[src/rtl/lifo_drain_reader.sv]
// Fixed-depth LIFO with a push port and a drain engine that empties the stack top-first
// onto a valid/ready stream. Optional DRAIN_WORD_CNT_EN adds a drained_words counter.
module lifo_drain_reader #(
    parameter int DATA_W = 8,
    parameter int DEPTH  = 8,
    localparam int CNT_W = $clog2(DEPTH + 1)
) (
    input  logic              clk,
    input  logic              reset,
    input  logic              push_valid,
    input  logic [DATA_W-1:0] push_data,
    output logic              push_ready,
    input  logic              drain_req,
    output logic              pop_valid,
    output logic [DATA_W-1:0] pop_data,
    input  logic              pop_ready,
    output logic [CNT_W-1:0]  count,
    output logic [DATA_W-1:0] last_value,
    output logic              drain_busy,
    output logic              drain_done,
`ifdef DRAIN_WORD_CNT_EN
    output logic [CNT_W-1:0]  drained_words,
`endif
    output logic              overflow
);

    // Handshakes: a word moves on any rising edge where valid && ready are both high.
    // pop_valid never retracts and pop_data holds stable until that edge.

    localparam int IDX_W = (DEPTH > 1) ? $clog2(DEPTH) : 1;

    localparam logic [1:0] IDLE  = 2'd0;
    localparam logic [1:0] DRAIN = 2'd1;
    localparam logic [1:0] DONE  = 2'd2;

    logic [1:0]        state;
    logic [DATA_W-1:0] mem [DEPTH];
    logic [IDX_W-1:0]  wr_idx;
    logic [IDX_W-1:0]  top_idx;
    logic              is_idle;
    logic              full;
    logic              empty;
    logic              push_acc;
    logic              pop_fire;

    assign is_idle  = (state == IDLE);
    assign full     = (count == CNT_W'(DEPTH));
    assign empty    = (count == '0);
    assign wr_idx   = IDX_W'(count);
    assign top_idx  = IDX_W'(count - CNT_W'(1));

    // Gated by reset so every output reads 0 while reset is held.
    assign push_ready = !reset && is_idle && !full;
    assign push_acc   = push_valid && push_ready;

    assign pop_valid  = (state == DRAIN) && !empty;
    assign pop_fire   = pop_valid && pop_ready;
    assign last_value = empty ? '0 : mem[top_idx];
    assign pop_data   = pop_valid ? last_value : '0;
    assign drain_busy = (state == DRAIN);
    assign drain_done = (state == DONE);

    // Storage needs no reset; count alone decides which entries are live.
    always_ff @(posedge clk) begin
        if (push_acc) begin
            mem[wr_idx] <= push_data;
        end
    end

    always_ff @(posedge clk or posedge reset) begin
        if (reset) begin
            state    <= IDLE;
            count    <= '0;
            overflow <= 1'b0;
        end else begin
            if (push_acc) begin
                count <= count + CNT_W'(1);
            end else if (pop_fire) begin
                count <= count - CNT_W'(1);
            end

            if (is_idle && push_valid && full) begin
                overflow <= 1'b1;
            end

            case (state)
                IDLE: begin
                    // A same-cycle push lands first, so it becomes the first word popped.
                    if (drain_req) begin
                        state <= (!empty || push_acc) ? DRAIN : DONE;
                    end
                end
                DRAIN: begin
                    if (pop_fire && (count == CNT_W'(1))) begin
                        state <= DONE;
                    end
                end
                DONE:    state <= IDLE;
                default: state <= IDLE;
            endcase
        end
    end

`ifdef DRAIN_WORD_CNT_EN
    always_ff @(posedge clk or posedge reset) begin
        if (reset) begin
            drained_words <= '0;
        end else if (is_idle && drain_req) begin
            drained_words <= '0;
        end else if (pop_fire) begin
            drained_words <= drained_words + CNT_W'(1);
        end
    end
`endif

endmodule
[config.mk]
export PLATFORM = sky130hd
export DESIGN_NAME = lifo_drain_reader
export DESIGN_NICKNAME = d
export VERILOG_FILES = /design/src/rtl/lifo_drain_reader.sv
export SDC_FILE = /design/constraint.sdc
export NUM_CORES = 1
export LEC_CHECK = 0
export ABC_AREA = 1
export CAP_MARGIN = 30
export CORE_MARGIN = 3
export CORE_UTILIZATION = 45
export DETAILED_ROUTE_END_ITERATION = 10
export GPL_TIMING_DRIVEN = 1
export MAX_ROUTING_LAYER = met4
export PLACE_DENSITY_LB_ADDON = 0.25
export SETUP_SLACK_MARGIN = 0.2
export SLEW_MARGIN = 20
export SYNTH_ARGS = -nofsm -noshare
export SYNTH_HDL_FRONTEND = slang
export SYNTH_SLANG_ARGS = --single-unit
[constraint.sdc]
create_clock -name clk -period 2.6 [get_ports clk]
set_input_delay 0.39 -clock clk [delete_from_list [all_inputs] [get_ports clk]]
set_output_delay 0.39 -clock clk [all_outputs]
set_load 0.01 [all_outputs]
## After elaboration in Yosys (flattened, before gate mapping)

Memory sizes are Yosys's and may differ from the RTL's.
Cells that the tools add are included.

| storage, ports and cells | value |
|---|---|
| memories | 1 |
| register bits | 7 |
| bits in writable memories | 64 |

Memories:

| name | words | bits a word | read ports | clocked after memory_dff | wr ports | line | text |
|---|---|---|---|---|---|---|---|
| mem | 8 | 8 | 1 | 0 | 1 | 37 | `logic [DATA_W-1:0] mem [DEPTH];` |

| operators by class | value |
|---|---|
| reduce and logical (&&, ||, !) cells | 16 |
| muxes and demuxes | 10 |
| $add $sub $neg | 2 |
| equality and inequality tests | 6 |

Operators by type and width:

| kind | number |
|---|---|
| 8-bit 2-to-1 mux | 2 |
| 1-bit logical AND | 8 |
| 4-bit 2-to-1 mux | 2 |
| 2-bit 2-to-1 mux | 3 |
| 4-bit by 1-bit adder with 4-bit output (second input constant) | 1 |
| 4-bit by 1-bit == test with 1-bit output (second input constant) | 1 |
| 4-bit == test (second input constant) | 1 |
| 4-bit zero test | 1 |
| 2-bit case mux with 2 select lines | 1 |
| 4-bit by 1-bit subtractor with 4-bit output (second input constant) | 1 |
| 1-bit zero test | 3 |
| 2-bit by 1-bit == test with 1-bit output (second input constant) | 1 |
| 2-bit == test (second input constant) | 1 |
| 2-bit zero test | 1 |
| 1-bit 2-to-1 mux | 2 |
| 2-bit by 1-bit inequality test with 1-bit output (second input constant) | 1 |
| 2-bit inequality test (second input constant) | 1 |
| 2-bit AND reduction | 1 |
| 2-bit nonzero test | 1 |
| 1-bit logical OR | 1 |

## Longest topological paths before layout

Gate-level depths: netlist of the first run.

| logic depth | value |
|---|---|
| word-level depth | 8 |
| gate-level depth with buffers | 11 |
| mapped depth without buffers | 9 |

## Least setup slack after synthesis of the first run

No wires, ideal clock.

| timing path | value |
|---|---|
| path kind | register to register |
| from | register count[0] |
| to | memory mem[2][0], enable pin |
| setup time | 395 ps |
| period minus slack after synthesis | 2618 ps |
| data required time | 2205 ps |
| cell stages (with the launch flop) | 8 |
| slack | -18 ps |
| buffers on the path | 2 |
| arrival time | 2224 ps |
| cells stage by stage | dfrtp_1 > inv_1 > clkbuf_1 > ha_1 > nand3_1 > nand3_2 > buf_2 > nor4_1 |

| on the way | value |
|---|---|
| word-level cells in the longest chain between the ends | 6 |

RTL lines:

| what | line | text |
|---|---|---|
| start, declared | 17 | `output logic [CNT_W-1:0] count,` |
| start signal, assigned | 77 | `count <= count + CNT_W'(1);` |
| start signal, assigned | 79 | `count <= count - CNT_W'(1);` |
| 4-bit == test | 47 | `assign full = (count == CNT_W'(DEPTH));` |
| 1-bit zero test | 53 | `assign push_ready = !reset && is_idle && !full;` |
| 1-bit logical AND | 53 |  |
| 1-bit logical AND | 54 | `assign push_acc = push_valid && push_ready;` |
| 1-bit 2-to-1 mux | 65 | `if (push_acc) begin` |
| 1-bit 2-to-1 mux (not written as such) | 66 | `mem[wr_idx] <= push_data;` |
| end, declared | 37 |  |

Several ways; a longest one is shown, not always the timed one.

## Worst setup path in the final report of the first run

| timing path | value |
|---|---|
| from | register count[0] |
| to | output port pop_data[5] |

| on the way | value |
|---|---|
| word-level cells in the longest chain between the ends | 4 |
| elaborated cells between the ends (all ways) | 7 |
| classes of those cells | add/sub: 1; mux: 2; reduce/logical: 3; memory: 1 |

RTL lines:

| what | line | text |
|---|---|---|
| 4-bit by 1-bit subtractor with 4-bit output / 4-bit zero test (equally long branches) | - |  |
| memory read 8 x 8 bit / 1-bit zero test (equally long branches) | - |  |
| 8-bit 2-to-1 mux / 1-bit logical AND (equally long branches) | 58, 56 |  |
| 8-bit 2-to-1 mux * | 59 | `assign pop_data = pop_valid ? last_value : '0;` |
| end, declared | 15 | `output logic [DATA_W-1:0] pop_data,` |

Mark *: on every way between the ends. The rest lies on a longest branch, timed or not.

==> results of run 1 <==
[synth_stat cells]
cell      number
xnor2_1        2
clkinv_1       1
nand4_1        1
ha_1           3
nand3_2        2
buf_2          7
o21ai_0        1
inv_2          1
buf_4          2
clkbuf_1       4
dfrtp_1        7
edfxtp_1      64
xor2_2         1
buf_6          1
xor2_1         1
a31o_2         1
nand2_1      109
nor3_1         2
nor4_1         4
nand3_1       50
inv_1         59
nor2_1        33
nor3b_1        1
[per-stage QoR]
step | worst slack, ps | area, um^2 | util
2_1_floorplan | -18.1 | 3350 | -
3_3_place_gp | 194 | 3950 | 0.562
3_5_place_dp | 179 | 3950 | 0.562
4_1_cts | 134 | 4210 | 0.600
5_1_grt | 124 | 4240 | 0.604
6_report | 220 | 4240 | 0.604
[power by group]
| group | total (uW) | switching (uW) | leakage, uW | internal (uW) |
|---|---|---|---|---|
| logic | 3270 | 1950 | 0.00114 | 1320 |
| registers | 1410 | 71.4 | 0.000661 | 1340 |
| clock network | 938 | 407 | 0.000100 | 531 |
| total | 5630 | 2430 | 0.00190 | 3200 |
[critical path, stage by stage (launching register included)]
cell and delay [ps]:
dfrtp_1 410, inv_2 100, ha_4 220, xor2_4 220
buf_6 140, nand3_1 90, nand3_1 120, nor2_1 50
dlygate4sd2_1 290
[per-layer routing]
layer  track usage  share of wire
met1         0.243           0.40
met2         0.316           0.49
met3        0.0402          0.075
met4         0.115          0.035
met5             -              0
[kinds of logic (layout without fill, tap and decap cells)]
logic type / count (synthesis) / after routing
buffers and inverters: 75 / 138
adder cells (fa/ha/maj): 3 / 3
flip-flops: 71 / 71
AO/OA/AOI/OAI: 2 / 2
AND/OR/NAND/NOR: 202 / 202
XOR/XNOR: 4 / 4
[layout make-up]
class                      count  share of cell area
inverter                      61              0.0543
timing repair buffer          61               0.126
sequential                    71               0.495
clock inverter                 7              0.0207
multi-input combinational    211               0.246
clock buffer                   9              0.0292
tap                           96              0.0283
[registers in the layout, summed over array words and instances (netlist names)]
register and flops:
count 4, mem 64, overflow 1, state 2
[repair_timing]
action / in CTS / in global routing
setup buffers: 2 / 1
pin swaps: 0 / 2
hold endpoints to repair: 0 / 0
resized for setup: 29 / 25
cloned: 0 / 0
setup endpoints to repair: 18 / 18
[how the worst max path moves through the flow]
stage                         end  slack, ps  depth (start not counted)
detailed placement    pop_data[7]        180                          9
floorplan               mem[2][0]        -20                          7
global placement      pop_data[7]        190                          9
finish                pop_data[5]        220                          8
CTS                   pop_data[7]        130                          9
global route        last_value[3]        120                          8
==> impl_metrics.yaml, run 1 <==
run_status:
  status: "finished clean"
route:
  drt_iter0_markers: 220
  routed_wl_um: 7950
  via_per_inst: 5.01
  ant_nets: 0
  drt_pass1_iterations: 5
  wire_per_inst_um: 15.4
  drc: 0
  vias: 2585
clocking:
  clock-sinks: 71
  cts_hold_buffers: 0
  cts-root-buf: "clkbuf_8"
  path_clk_slew_ps: 70
  cts_buffers: 9
  clk_latency_ps: 340
  cts-htree-levels: 3
  clockBufferDepth: 2
  cts_tree: "done"
synth:
  yosys_warnings: 0
  synth-compound-area-share: 0.00411
  synth-seq-area-share: 0.626
  syn_inst: 357
  synth.area.top_cells: "edfxtp_1, nand2_1, nand3_1, inv_1, dfrtp_1"
  ys_ff_latch: 71
  synthesis.nets: 373
  synth_top_area_frac: 0.574
  synth_area_per_cell_um2: 9.38
  synth_adder_area_share: 0.0112
  synth.largest_area_cell: "edfxtp_1"
  synth_simple_gate_area_frac: 0.254
  syn_area_um2: 3350
  synthMuxAreaShare: 0
  synth_top_family_by_area: "simple AND/OR/NAND/NOR gates"
  synthDistinctLibCells: 23
  synth_xor_area_frac: 0.0127
finish:
  drive_gt1_frac: 0.157
  fillCellCount: 618
  area_growth_pct: 26.6
  multiInputGateArea_um2: 1040
  final_common_cell: "nand2_1"
  num_antenna_cells: 0
  layout_common_cells: "nand2_1, edfxtp_1, inv_1"
  stdcell_count: 516
  num-nets-final: 431
  seq_area_um2: 2100
floorplan:
  start_util: 0.477
  boundaryPins: 38
  die_h_um: 92.3
  rows: 30
  core_um2: 7020
  fp.dieW_um: 92.3
  design.die.area_um2: 8510
power:
  peakVddDrop_v: 0.000830
  power_uw: 5630
  powerDensity_nw_per_um2: 1330
  p_leak_uw: 0.00190
min_path:
  hold_path.class: "input pin to async pin"
global_routing:
  grt_antenna_before_repair: 0
  grt_max_degree: 50
  grt_usage: 0.201
  grt_pass1_wl_um: 12400
  grt_overflow_total: 0
  grt_pass1_vias: 2478
sta:
  final.setup_skew_ps: 4.75
  setup_viol: 0
  timing.hold.ws_ps: 366
  hold_viol_final: 0
  worstMarginPinSlew_ps: 394
  slew_violations: 0
  rsz0062_at_grt: "true"
  slew_headroom: 0.735
  fin_crit_ps: 2380
  fin_tns_setup_ps: 0
  fmaxAchievable_mhz: 420
  post-route-period-util: 0.915
worst_setup_path:
  endpoint_kind: "output port"
  critPathMaxFanout: 5
  crit_arrival_ps: 1990
  r2r_end: "mem[3][4]"
  rrSetupSlack_ps: 540
  crit_required_ps: 2210
  critPathLaunchType: "flip-flop"
  crit_start: "count[0]"
  ff2ff_path_depth: 6
  crit_type: "flip-flop to output port"
  r2r-start: "count[2]"
placed_design:
  dp_hpwl_um: 5230
  port_buffers: 37
  place_inst: 497
  gp_congestion: 0.928
run:
  maxCapViolCount: 0
No activity file was read; power rests on OpenSTA's default activity.
==> run 2: changes to the inputs <==
--- a/config.mk
+++ b/config.mk
@@ -6,6 +6,7 @@
 export NUM_CORES = 1
 export LEC_CHECK = 0
 export ABC_AREA = 1
+export ABC_CLOCK_PERIOD_IN_PS = 2600
 export CAP_MARGIN = 30
 export CORE_MARGIN = 3
 export CORE_UTILIZATION = 45
==> results of run 2 <==
Final layout, timing and power as in run 1 (identical DEF).
